==> src/rtl/memr_stream_reader.sv <==
// memr_stream_reader: walks consecutive memory words from a base address and streams them over valid/ready
module memr_stream_reader #(
    parameter int element_width = 64,
    parameter int no_of_units   = 8,
    parameter int address_width = 20,
    parameter int memory_depth  = 1001
) (
    input  logic                                   clk,
    input  logic                                   reset_n,
    input  logic                                   start,
    input  logic [address_width-1:0]               base_address,
    input  logic [address_width-1:0]               vector_length,
    output logic [address_width-1:0]               mem_read_address,
    input  logic [no_of_units*element_width-1:0]   mem_data,
    output logic [no_of_units*element_width-1:0]   out_data,
    output logic                                   out_valid,
    input  logic                                   out_ready,
    output logic                                   out_last,
    output logic                                   busy,
    output logic                                   finish
);
    localparam int dw = no_of_units * element_width;
    localparam logic [address_width-1:0] last_addr = address_width'(memory_depth - 1);
    localparam logic [address_width-1:0] one = address_width'(1);

    typedef enum logic [1:0] {idle, stream, drain, done} state_t;

    state_t                   state, state_nx;
    logic [address_width-1:0] remaining;
    logic [dw-1:0]            buf_data [2];
    logic [1:0]               buf_last;
    logic                     rd_ptr, wr_ptr;
    logic [1:0]               count;
    logic                     pop, issue;

    assign out_valid = count != 2'd0;
    assign pop       = out_valid & out_ready;
    assign issue     = (state == stream) && (count != 2'd2 || pop);
    assign out_data  = buf_data[rd_ptr];
    assign out_last  = buf_last[rd_ptr];
    assign busy      = state != idle;
    assign finish    = state == done;

    // next-state: stream until the final word is issued, then drain the buffer
    always_comb begin
        state_nx = state;
        case (state)
            idle:    if (start) state_nx = (vector_length == '0) ? done : stream;
            stream:  if (issue && remaining == one) state_nx = drain;
            drain:   if (count == 2'd1 && pop) state_nx = done;
            default: state_nx = idle;
        endcase
    end

    // state register plus read-address and remaining-length counters
    always_ff @(posedge clk or negedge reset_n) begin
        if (!reset_n) begin
            state            <= idle;
            mem_read_address <= '0;
            remaining        <= '0;
        end else begin
            state <= state_nx;
            if (state == idle && start) begin
                mem_read_address <= base_address;
                remaining        <= vector_length;
            end else if (issue) begin
                mem_read_address <= (mem_read_address == last_addr) ? '0 : mem_read_address + one;
                remaining        <= remaining - one;
            end
        end
    end

    // two-entry output FIFO; every issued read lands here so stalls never re-read memory
    always_ff @(posedge clk or negedge reset_n) begin
        if (!reset_n) begin
            buf_data[0] <= '0;
            buf_data[1] <= '0;
            buf_last    <= '0;
            rd_ptr      <= 1'b0;
            wr_ptr      <= 1'b0;
            count       <= 2'd0;
        end else begin
            if (issue) begin
                buf_data[wr_ptr] <= mem_data;
                buf_last[wr_ptr] <= remaining == one;
                wr_ptr           <= ~wr_ptr;
            end
            if (pop) rd_ptr <= ~rd_ptr;
            count <= count + {1'b0, issue} - {1'b0, pop};
        end
    end
endmodule

==> config.mk <==
export PLATFORM = sky130hd
export DESIGN_NAME = memr_stream_reader
export DESIGN_NICKNAME = d
export VERILOG_FILES = /design/src/rtl/memr_stream_reader.sv
export SDC_FILE = /design/constraint.sdc
export NUM_CORES = 1
export LEC_CHECK = 0
export CELL_PAD_IN_SITES_DETAIL_PLACEMENT = 2
export CELL_PAD_IN_SITES_GLOBAL_PLACEMENT = 2
export CORE_AREA = 2 2 428 430
export DETAILED_ROUTE_END_ITERATION = 16
export DIE_AREA = 0 0 430 432
export PLACE_DENSITY = 0.67
export SLEW_MARGIN = 20
export SYNTH_ARGS = -nofsm -noshare
export SYNTH_HDL_FRONTEND = slang
export SYNTH_SLANG_ARGS = --single-unit
==> constraint.sdc <==
create_clock -name clk -period 2.97 [get_ports clk]
set_input_delay 0.594 -clock clk [delete_from_list [all_inputs] [get_ports clk]]
set_output_delay 0.594 -clock clk [all_outputs]
set_load 0.02 [all_outputs]
==> impl_metrics.toml <==
[routing]
routed_via_density = 4.562
drt_iter0_drc = 992
wl_per_cell_um = 25.43
ant_nets = 0
detailedRoute.firstPassIterationCount = 4
wirelength_mm = 172.8
vias = 31000
drc = 0

[yosys]
yosys.area.top_type = "dfrtp_1"
synthArstFlopShare_pct = 100.0
avgSynthCellArea_um2 = 15.24
synth.distinct_cells = 51
syn_area_um2 = 46850
synthCells = 3075
seq_area_frac_synth_pct = 57.26
ys_seq_elements = 1072
synth_edf_count = 0
synth_nets = 3640
synth_area_leaders = "dfrtp_1 (57%), mux2_2 (36%), buf_4 (1.4%), mux2_1 (0.60%), clkbuf_1 (0.53%)"
synth_flop_cell = "dfrtp_1"
netlist.area_leader.share_pct = 57.26
yosysWarnings = 0

[power]
leakage_nw = 28.40
powerDensity_nw_per_um2 = 1325
ir_worst_vdd_mv = 0.6989
fin_total_pwr_w = 0.08780

[final_layout]
layout-drive-gt1-share_pct = 45.60
final_nets = 4849
fin_area_um2 = 66240
final_common_cell = "mux2_2"
final_cell_mix = "mux2_2 (1,511), dfrtp_1 (1,071), clkdlybuf4s50_1 (819)"
syn_to_final_growth_pct = 41.39

[clock_network]
ctsLongestPathBuffers = 3
cts-htree-levels = 4
cts_root_buf = "clkbuf_16"
path_clk_slew_ns = 0.06
numCtsBuffers = 133
worstSkewPairLatency_ns = 0.80
tritoncts = "yes"
clock-sinks = 1072

[timing]
finalMaxSlewViolations = 0
max_slew.worst_pin.slew_ns = 0.7856
skew_ns = 0.03696
slew_headroom_pct = 47.22
hold_viol_final = 0
fin_crit_ns = 3.363
whs_ns = 0.3964
rsz0062_at_grt = "yes"
fin_ws_ns = -0.3927
fin_crit_sh_pct = 113.2
max_freq_ghz = 0.2974
setup_viol_count_final = 393

[global_routing]
grt_pass1_vias = 35500
grt_pass1_wl_mm = 248.8
grt.overflow.total = 0
grt_use_total_pct = 18.07
antenna_found_initial = 54
grt_max_degree = 78

[floorplanning]
start_util_pct = 25.78
coreArea_um2 = 181700
io_pins = 1092
die_x_um = 430
die_h_um = 432
num_rows = 157
dieArea_um2 = 185800

[worst_setup_path]
crit_path_start_kind = "flip-flop"
cpMostUsedCell = "buf_12"
path_cells = "buf_12 > buf_12 > buf_4 > mux2_2 > clkdlybuf4s50_1"
cp-end-kind = "output port"
cp.required_ns = 2.38
crit_buf_inv = 4
cp_max_fo = 12
critPathTopFamily = "buffers and inverters"
crit_arrival_ns = 2.77
slowest_delay_ns = 0.70
crit_slowest_cell = "clkdlybuf4s50_1"
worstSetupPathType = "flip-flop to output port"

[run_status]
status = "complete, but fails checks"
violations = "setup timing"

[min_path]
hold_path.class = "primary input to flip-flop"

[job]
drv_cap = 0

[placed_design]
dp_hpwl_mm = 127.5
portBuffers = 1091
place.gp.congestion = 0.8050
placed_area_um2 = 61500
## power breakdown
group	switching [W]	internal (W)
sequential	0.00382	0.0222
clock	0.00674	0.00944
combinational	0.0224	0.0231
## Yosys cell counts, types with 3 or more instances
master / count
o311ai_0: 3
buf_1: 6
nor4_1: 9
or3_1: 4
o21bai_1: 5
inv_1: 10
mux2_1: 25
o21ai_1: 3
dfrtp_1: 1072
o211ai_1: 4
ha_1: 9
a22oi_1: 3
mux2_2: 1512
o41ai_1: 3
buf_4: 85
clkbuf_1: 66
a21oi_1: 14
nand3_1: 17
a31oi_1: 3
nand4_1: 5
xnor2_1: 19
nand2_1: 60
or4_1: 3
nor2_1: 20
nor3_1: 18
or2_2: 3
o21ai_0: 30
a32oi_1: 3
buf_2: 29
xor2_1: 5
## final cells by class
type / count / area, um2
Tap cell: 2385 / 2984
Multi-Input combinational cell: 1807 / 18950
Fill cell: 18400 / 115500
Clock inverter: 46 / 520.5
Sequential cell: 1072 / 26830
Inverter: 10 / 37.54
Clock buffer: 189 / 3810
Timing Repair Buffer: 1260 / 13040
Antenna cell: 26 / 65.06
## registers in the layout, summed over array words and instances, names as in the netlist
register	flops
remaining	20
wr_ptr	1
count	2
buf_data	1024
state	2
rd_ptr	1
buf_last	2
mem_read_address	20
## kinds of logic (layout without fill, tap and decap cells)
family | count (synthesis) | count (layout) | synth area share, %
muxes | 1539 | 1539 | 36.98
adders and majority gates | 9 | 9 | 0.2404
other | 0 | 26 | 0
xor gates and xnor gates | 24 | 24 | 0.4487
DFF | 1072 | 1072 | 57.26
buffers and inverters | 196 | 1505 | 2.329
AOI/OAI and AO/OA | 82 | 82 | 1.138
and+or+nand+nor | 153 | 153 | 1.602
## worst min-delay path: stages
cell	delay (ns)
clkdlybuf4s50_1	0.40
nand2_1	0.06
o21ai_0	0.06
## per-stage QoR
| stage | cells | setup WS [ns] | TNS, ns | util, % |
|---|---|---|---|---|
| 2_1_floorplan | 3075 | 0.6469 | 0 | - |
| 3_3_place_gp | 6506 | -0.01528 | -0.5505 | 33.85 |
| 3_5_place_dp | 6506 | -0.01187 | -0.07217 | 33.85 |
| 4_1_cts | 6747 | -0.5282 | -196.01 | 36.23 |
| 5_1_grt | 6787 | -0.4806 | -144.81 | 36.45 |
| 6_report | 6795 | -0.3927 | -92.70 | 36.46 |
## what timing repair did
action,in CTS,in global routing
gates cloned,3,9
buffers inserted,2,13
endpoints found under the hold margin,32,0
hold buffers,1,0
gates resized for setup,208,246
endpoints found under the setup margin,512,492
## routing by layer
layer / wire length, um / vias to the layer above / global-route usage (%) / part of all wire (%)
met5: 164 / - / 0 / 0.095
met1: 67890 / 16360 / 20.83 / 39
li1: - / 13530 / - / -
met3: 10500 / 288 / 5.435 / 6.1
met4: 5636 / 28 / 5.801 / 3.3
met2: 88600 / 799 / 31.88 / 51
## path summary, 6_finish.rpt
kind                                     startpoint                               end  slack (ns)  depth (start not counted)
max in group asynchronous                   reset_n         buf_data[447]$_DFFE_PN0P_        1.50                          4
setup reg to reg           remaining[8]$_DFFE_PN0P_              state[0]$_DFFE_PN0P_        0.48                          5
setup / recovery                 rd_ptr$_DFFE_PN0P_                     out_data[218]       -0.39                          5
hold reg to reg             buf_last[0]$_DFFE_PN0P_           buf_last[0]$_DFFE_PN0P_        0.48                          2
min in group asynchronous                   reset_n         buf_data[695]$_DFFE_PN0P_        0.41                          2
hold / removal                     base_address[13]  mem_read_address[13]$_DFFE_PN0P_        0.40                          3
Note: power is estimated with default switching activity, not from simulation.
